[src/rtl/branch_pkg.sv]
// rtl/branch_pkg.sv - state encodings and condition codes shared by the branch sequencer
package branch_pkg;

    localparam logic [2:0] ST_IDLE = 3'd0;
    localparam logic [2:0] ST_EVAL = 3'd1;
    localparam logic [2:0] ST_LDPC = 3'd2;
    localparam logic [2:0] ST_ADD  = 3'd3;
    localparam logic [2:0] ST_UPD  = 3'd4;

    localparam logic [1:0] COND_ZR = 2'b00;
    localparam logic [1:0] COND_NZ = 2'b01;
    localparam logic [1:0] COND_PL = 2'b10;
    localparam logic [1:0] COND_MI = 2'b11;

    typedef enum logic [2:0] {
        S_IDLE = ST_IDLE,
        S_EVAL = ST_EVAL,
        S_LDPC = ST_LDPC,
        S_ADD  = ST_ADD,
        S_UPD  = ST_UPD
    } state_t;

endpackage

[src/rtl/branch_seq_if.sv]
// rtl/branch_seq_if.sv - control-unit handshake and datapath strobes of the branch sequencer
interface branch_seq_if #(
    parameter int BITS = 32
) ();

    logic            start;
    logic [1:0]      ir_c2;
    logic [BITS-1:0] bus;

    logic            busy;
    logic            done;
    logic            taken;
    logic            gra;
    logic            rout;
    logic            con_in;
    logic            pc_out;
    logic            y_in;
    logic            c_out;
    logic            alu_add;
    logic            z_in;
    logic            zlow_out;
    logic            pc_in;

    modport master (
        output start, ir_c2, bus,
        input  busy, done, taken, gra, rout, con_in, pc_out, y_in,
               c_out, alu_add, z_in, zlow_out, pc_in
    );

    modport slave (
        input  start, ir_c2, bus,
        output busy, done, taken, gra, rout, con_in, pc_out, y_in,
               c_out, alu_add, z_in, zlow_out, pc_in
    );

endinterface

[src/rtl/branch_cond_eval.sv]
// rtl/branch_cond_eval.sv - combinational branch condition test on a bus value
module branch_cond_eval
    import branch_pkg::*;
#(
    parameter int BITS = 32
) (
    input  logic [1:0]      cond,
    input  logic [BITS-1:0] value,
    output logic            met
);

    // Zero counts as plus: PL looks only at the sign bit.
    always_comb begin
        met = 1'b0;
        case (cond)
            COND_ZR: met = (value == '0);
            COND_NZ: met = (value != '0);
            COND_PL: met = ~value[BITS-1];
            default: met = value[BITS-1];
        endcase
    end

endmodule

[src/rtl/branch_seq.sv]
// rtl/branch_seq.sv - multi-cycle sequencer for brzr/brnz/brpl/brmi
module branch_seq
    import branch_pkg::*;
#(
    parameter int BITS = 32
) (
    input  logic         clk,
    input  logic         clr,
    branch_seq_if.slave  bif
);

    state_t     state;
    logic [1:0] cond_r;
    logic       met;

    branch_cond_eval #(.BITS(BITS)) u_cond_eval (
        .cond  (cond_r),
        .value (bif.bus),
        .met   (met)
    );

    // Strobes are registered alongside the state: each branch loads the
    // outputs that belong to the state being entered.
    always_ff @(posedge clk) begin
        if (clr) begin
            state        <= S_IDLE;
            cond_r       <= COND_ZR;
            bif.taken    <= 1'b0;
            bif.busy     <= 1'b0;
            bif.done     <= 1'b0;
            bif.gra      <= 1'b0;
            bif.rout     <= 1'b0;
            bif.con_in   <= 1'b0;
            bif.pc_out   <= 1'b0;
            bif.y_in     <= 1'b0;
            bif.c_out    <= 1'b0;
            bif.alu_add  <= 1'b0;
            bif.z_in     <= 1'b0;
            bif.zlow_out <= 1'b0;
            bif.pc_in    <= 1'b0;
        end else begin
            bif.done     <= 1'b0;
            bif.gra      <= 1'b0;
            bif.rout     <= 1'b0;
            bif.con_in   <= 1'b0;
            bif.pc_out   <= 1'b0;
            bif.y_in     <= 1'b0;
            bif.c_out    <= 1'b0;
            bif.alu_add  <= 1'b0;
            bif.z_in     <= 1'b0;
            bif.zlow_out <= 1'b0;
            bif.pc_in    <= 1'b0;
            case (state)
                S_IDLE: begin
                    if (bif.start) begin
                        state      <= S_EVAL;
                        cond_r     <= bif.ir_c2;
                        bif.taken  <= 1'b0;
                        bif.busy   <= 1'b1;
                        bif.gra    <= 1'b1;
                        bif.rout   <= 1'b1;
                        bif.con_in <= 1'b1;
                    end
                end
                S_EVAL: begin
                    state      <= S_LDPC;
                    bif.taken  <= met;
                    bif.busy   <= 1'b1;
                    bif.pc_out <= 1'b1;
                    bif.y_in   <= 1'b1;
                end
                S_LDPC: begin
                    state       <= S_ADD;
                    bif.busy    <= 1'b1;
                    bif.c_out   <= 1'b1;
                    bif.alu_add <= 1'b1;
                    bif.z_in    <= 1'b1;
                end
                S_ADD: begin
                    state        <= S_UPD;
                    bif.busy     <= 1'b1;
                    bif.done     <= 1'b1;
                    bif.zlow_out <= bif.taken;
                    bif.pc_in    <= bif.taken;
                end
                default: begin
                    state    <= S_IDLE;
                    bif.busy <= 1'b0;
                end
            endcase
        end
    end

endmodule

[src/flat_wrapper.sv]
// flat-port wrapper written by rule: the top's interface ports become plain ports
module branch_seq_flat import branch_pkg::*;
#(
    parameter int BITS = 32
)
  (clk, clr, bif_start, bif_ir_c2, bif_bus, bif_busy, bif_done, bif_taken, bif_gra, bif_rout, bif_con_in, bif_pc_out, bif_y_in, bif_c_out, bif_alu_add, bif_z_in, bif_zlow_out, bif_pc_in);
  branch_seq_if #(.BITS(BITS)) bif_i ();
  input  logic clk;
  input  logic clr;
  input wire logic [$bits(bif_i.start)-1:0] bif_start;
  input wire logic [$bits(bif_i.ir_c2)-1:0] bif_ir_c2;
  input wire logic [$bits(bif_i.bus)-1:0] bif_bus;
  output wire logic [$bits(bif_i.busy)-1:0] bif_busy;
  output wire logic [$bits(bif_i.done)-1:0] bif_done;
  output wire logic [$bits(bif_i.taken)-1:0] bif_taken;
  output wire logic [$bits(bif_i.gra)-1:0] bif_gra;
  output wire logic [$bits(bif_i.rout)-1:0] bif_rout;
  output wire logic [$bits(bif_i.con_in)-1:0] bif_con_in;
  output wire logic [$bits(bif_i.pc_out)-1:0] bif_pc_out;
  output wire logic [$bits(bif_i.y_in)-1:0] bif_y_in;
  output wire logic [$bits(bif_i.c_out)-1:0] bif_c_out;
  output wire logic [$bits(bif_i.alu_add)-1:0] bif_alu_add;
  output wire logic [$bits(bif_i.z_in)-1:0] bif_z_in;
  output wire logic [$bits(bif_i.zlow_out)-1:0] bif_zlow_out;
  output wire logic [$bits(bif_i.pc_in)-1:0] bif_pc_in;
  assign bif_i.start = bif_start;
  assign bif_i.ir_c2 = bif_ir_c2;
  assign bif_i.bus = bif_bus;
  assign bif_busy = bif_i.busy;
  assign bif_done = bif_i.done;
  assign bif_taken = bif_i.taken;
  assign bif_gra = bif_i.gra;
  assign bif_rout = bif_i.rout;
  assign bif_con_in = bif_i.con_in;
  assign bif_pc_out = bif_i.pc_out;
  assign bif_y_in = bif_i.y_in;
  assign bif_c_out = bif_i.c_out;
  assign bif_alu_add = bif_i.alu_add;
  assign bif_z_in = bif_i.z_in;
  assign bif_zlow_out = bif_i.zlow_out;
  assign bif_pc_in = bif_i.pc_in;
  branch_seq #(.BITS(BITS)) u_core (.clk(clk), .clr(clr), .bif(bif_i));
endmodule
[config.mk]
export PLATFORM = sky130hd
export DESIGN_NAME = branch_seq_flat
export DESIGN_NICKNAME = d
export VERILOG_FILES = /design/src/rtl/branch_pkg.sv /design/src/rtl/branch_seq_if.sv /design/src/rtl/branch_cond_eval.sv /design/src/rtl/branch_seq.sv /design/src/flat_wrapper.sv
export SDC_FILE = /design/constraint.sdc
export NUM_CORES = 1
export LEC_CHECK = 0
export ABC_AREA = 1
export CORE_UTILIZATION = 33
export DETAILED_ROUTE_END_ITERATION = 12
export GPL_TIMING_DRIVEN = 0
export PLACE_DENSITY = 0.83
export SLEW_MARGIN = 15
export SYNTH_ARGS = -nofsm -noshare
export SYNTH_HDL_FRONTEND = slang
export SYNTH_SLANG_ARGS = --single-unit
[constraint.sdc]
create_clock -name clk -period 2.4 [get_ports clk]
set_clock_uncertainty 0.1 [all_clocks]
set_input_delay 0.48 -clock clk [delete_from_list [all_inputs] [get_ports clk]]
set_output_delay 0.48 -clock clk [all_outputs]
set_load 0.005 [all_outputs]
* Yosys cells after proc, flatten, opt, wreduce, memory -nomap -nowiden
Cells that the tools add are included.
Word-level totals: register bits 12, output and inout bits 13, memory bits (writable) 0, input bits 37, memories kept 0, latch bits 0, bits in read-only memories 0
Cells by class: divide/modulo/power cells 0, add/subtract/negate cells 0, magnitude comparators 0, equality and inequality tests 6, shift-type cells 0, reductions and logical operators 10, bitwise gates (word level) 3, multipliers 0, muxes and demuxes 11
Operator list (count):
- $logic_not 32->1 | 1
- $reduce_bool 32->1 | 1
- $pmux 3 s4 | 1
- $eq 3x2->1 const B | 2
- $mux 1 | 6
- $pmux 1 s2 | 2
- $reduce_and 2->1 | 2
- $reduce_or 2->1 | 2
- $eq 3x1->1 const B | 1
- $logic_not 3->1 | 1
- $mux 3 | 1
- $not 1->1 | 3
- $pmux 1 s3 | 1
- $reduce_or 3->1 | 1
- $eq 2x1->1 const B | 1
- $eq 2x2->1 const B | 1
- $logic_not 2->1 | 1
- $ne 2x2->1 const B | 1
- $reduce_bool 2->1 | 1

* Logic depth before layout (Yosys ltp)
word-level depth 3, depth in mapped cells 11, gate-level depth less buffers 11

* Hierarchy
From an unflattened synthesis, not the netlist that was laid out.
Second synthesis, totals: cells, all modules 92, area total of the unflattened synthesis 628.1 sq um
By module, submodules not included:
- branch_seq | area an instance 450.4 sq um, cells an instance 49, instances 1
- branch_cond_eval | area an instance 177.7 sq um, cells an instance 43, instances 1

* Least setup slack after synthesis
OpenSTA, ideal clock, no wires.
path kind input-to-reg, start point input bif_bus[4], end point register u_core.bif.taken, data required time 2.191 ns, library setup time 0.109 ns, slack 1.103 ns, stages 10, buffers on the path 0, arrival 1.088 ns, cell sequence nor2_1 -> nand2_1 -> nor2_1 -> nand2_1 -> nor2_1 -> nand2_1 -> nand3_1 -> nand3_1 -> nand2_1 -> inv_1
Between the ends: longest elaborated chain between the ends 3, elaborated cells between the ends (all ways) 4, those cells by class 2 x mux; 2 x reduce/logical
Ends and longest elaborated chain:
- from (decl) | line flat_wrapper.sv:12 | input wire logic [$bits(bif_i.bus)-1:0] bif_bus;
- $reduce_bool 32->1 or $logic_not 32->1 (tied branches) | line branch_cond_eval.sv:17, branch_cond_eval.sv:16
- $pmux 1 s3 * | line branch_cond_eval.sv:15 | case (cond)
- $pmux 1 s2 * | line branch_seq.sv:53 | case (state)
- to (signal assigned) | line branch_seq.sv:67 | bif.taken <= met;
- to (decl) | line branch_seq_if.sv:32 | output busy, done, taken, gra, rout, con_in, pc_out, y_in,
Mark *: on every way between the ends. The rest lies on a longest branch, timed or not. A chain may end at the register's enable or synchronous reset.

* Final worst setup path
start point register u_core.bif.gra, end point output bif_gra
RTL lines:
- from (decl) | line branch_seq_if.sv:32
- from (signal assigned) | line branch_seq.sv:31 | bif.gra <= 1'b0;
- from (signal assigned) | line branch_seq.sv:43 | bif.gra <= 1'b0;
- from (signal assigned) | line branch_seq.sv:60 | bif.gra <= 1'b1;
- to (decl) | line flat_wrapper.sv:16 | output wire logic [$bits(bif_i.gra)-1:0] bif_gra;
No word-level cell between the ends.

==> impl_metrics.toml <==
[setup_path]
slowest_delay_ns = 0.49
critPathArrivalTime_ns = 1.21
crit_chain = "buf_4 > clkdlybuf4s50_1"
cp_slowest_cell = "clkdlybuf4s50_1"
worstSetupPathType = "reg2out"
critPathMaxFanout = 3
endpoint_kind = "output pin"
worstPathRequired_ns = 1.82
cp-start-kind = "flop"

[synth]
yosys_warnings = 0
avgSynthCellArea_um2 = 6.87
synth_top_family_by_area = "simple AND/OR/NAND/NOR gates"
syn_area_um2 = 584
synth-seq-cells = 12
synthSimpleGateAreaFrac_pct = 37.9
synth_compound_area_share_pct = 6.64
syn_inst = 85
synth_nets = 122
synth_xor_area_share_pct = 0
synthMuxAreaShare_pct = 0
synth.distinct_cells = 16
ys_seq_area_share_pct = 41.1
synth-adder-area-share_pct = 0

[floorplanning]
initial_core_util_pct = 37.1
fp.dieW_um = 44.1
core_um2 = 1580
num_rows = 14
io_pins = 50
die-area_um2 = 1940
dieHeight_um = 44.1

[timing]
clock.fmax_mhz = 557
layout_min_cycle_time_ns = 1.79
worst_pin_slew_ns = 0.228
finalMaxSlewViolations = 0
setup_ws_ns = 0.606
finalHoldViolCount = 0
finalSetupViolCount = 0
fin_setup_tns_ns = 0
rsz0062_at_grt = "false"
period_share_pct = 74.8
slew_headroom_pct = 84.7

[cells_and_area]
syn_to_final_growth_pct = 91.9
drive_above_1_share_pct = 13.1
diodes = 0
nets = 175
final_util_pct = 71.1
layout.cells.non_filler = 153
stdcell_area_um2 = 1120
fillers = 138

[drt]
drc = 4
first_pass_iters = 9
wl_per_cell_um = 9.19
route.met2.wl_um = 727
routed_wl_um = 1410
drt-met1-wl_um = 524
vias_per_cell = 4.35
wl_met3_um = 139
drtIter0Drc = 13
drtAntennaViolNets = 0
num_vias = 665
routed.top_layer = "met4"

[grt]
grt.overflow.total = 0
grt_usage_pct = 16.1
grt_pass1_vias = 599
grt_pass1_wl_um = 2310
grt_max_degree = 11
grt_antenna_before_repair = 0

[job]
cap_violations = 0

[placement]
dpl_cell_area_um2 = 1080
dp_slack_ns = 0.541
gp_congestion = 0.797
dp.cells = 149
hpwl_um = 1210
port_buffers = 48

[power_and_ir_drop]
peakVddDrop_mv = 0.493
p_per_area_nw_per_um2 = 476
p_leak_nw = 0.468

[clock_tree]
clkSlewWorstSetupHoldPaths_ns = 0.07
insertion_delay_ns = 0.27
cts.path.max_buffers = 2
cts_max_level = 1
ctsRootBufferMaster = "clkbuf_4"
cts_made_buffers = 3
cts_resized = 0
cts_sinks = 12
cts_hold_buf = 0
postCtsSetupRepairBufs = 0
cts_tree = "done"

[run_status]
failed_checks = "design-rule violations"
status = "complete, but fails checks"

[worst_hold_path]
hold_class = "reg2reg"
[cell usage after synthesis, drive strengths merged]
| master | number | area share [%] |
|---|---|---|
| a21oi | 5 | 4.9 |
| and2 | 1 | 1.1 |
| buf | 7 | 8.6 |
| dfxtp | 12 | 41 |
| inv | 9 | 5.8 |
| nand2 | 16 | 11 |
| nand3 | 5 | 4.3 |
| nand4 | 1 | 1.1 |
| nor2 | 21 | 13 |
| nor3 | 6 | 6.9 |
| o21ai | 2 | 1.7 |
[registers in the layout, indices dropped and copies added (netlist names)]
register	count
u_core.bif.done	1
u_core.state	3
u_core.bif.gra	1
u_core.bif.zlow_out	1
u_core.bif.busy	1
u_core.bif.taken	1
u_core.bif.y_in	1
u_core.bif.z_in	1
u_core.cond_r	2
[metal layers]
metal,vias to the layer above,GRT usage (%)
met5,-,0
met4,0,4.85
met3,2,7.35
met2,28,30.6
met1,271,15.2
li1,364,-
[cell usage in the layout (no fill, tap or decap)]
| cell type | n |
|---|---|
| a21oi_1 | 4 |
| a21oi_2 | 1 |
| and2_1 | 1 |
| buf_2 | 1 |
| buf_4 | 6 |
| clkbuf_4 | 3 |
| clkbuf_8 | 1 |
| clkdlybuf4s50_1 | 48 |
| dfxtp_1 | 12 |
| inv_1 | 7 |
| inv_2 | 2 |
| nand2_1 | 14 |
| nand2_2 | 2 |
| nand3_1 | 5 |
| nand4_1 | 1 |
| nor2_1 | 21 |
| nor3_1 | 4 |
| nor3_2 | 2 |
| o21ai_1 | 2 |
[worst max-delay path, delay by kind of cell, from the launching register on]
family / cells / cell delay [ns]
buffers and inverters: 2 / 0.60
DFF: 1 / 0.35
[final timing paths]
kind	slack, ns	cells after the start	end	from
worst min register to register	0.37	2	u_core.cond_r[1]	u_core.cond_r[1]
worst max register to register	1.19	6	u_core.bif.taken	u_core.state[2]
worst max-delay path	0.61	2	bif_gra	u_core.bif.gra
worst min-delay path	0.37	2	u_core.cond_r[1]	u_core.cond_r[1]
[cells by family after synthesis]
family | after synthesis
buffers and inverters | 16
and+or+nand+nor | 50
DFF | 12
AOI/OAI and AO/OA | 7
[through the flow]
step | hold slack, ns | power [mW]
detailed placement | 0.362 | 0.383
floorplan | 0.344 | 0.289
global placement | 0.356 | 0.378
CTS | 0.373 | 0.540
finish | 0.369 | 0.534
global route | 0.388 | 0.566
[power by group]
part | internal (mW) | switching (mW)
Combinational | 0.100 | 0.0479
Clock | 0.0921 | 0.0646
Sequential | 0.216 | 0.0129
Total | 0.408 | 0.125
[final cells by class]
cell class	instances	area [um2]	area share, %
Timing Repair Buffer	48	480	42.9
Multi-Input combinational cell	57	260	23.2
Sequential cell	12	240	21.4
Buffer	7	50.0	4.46
Clock buffer	4	36.3	3.24
Inverter	9	33.8	3.01
Tap cell	16	20.0	1.79
Note: power is estimated with default switching activity, not from simulation.
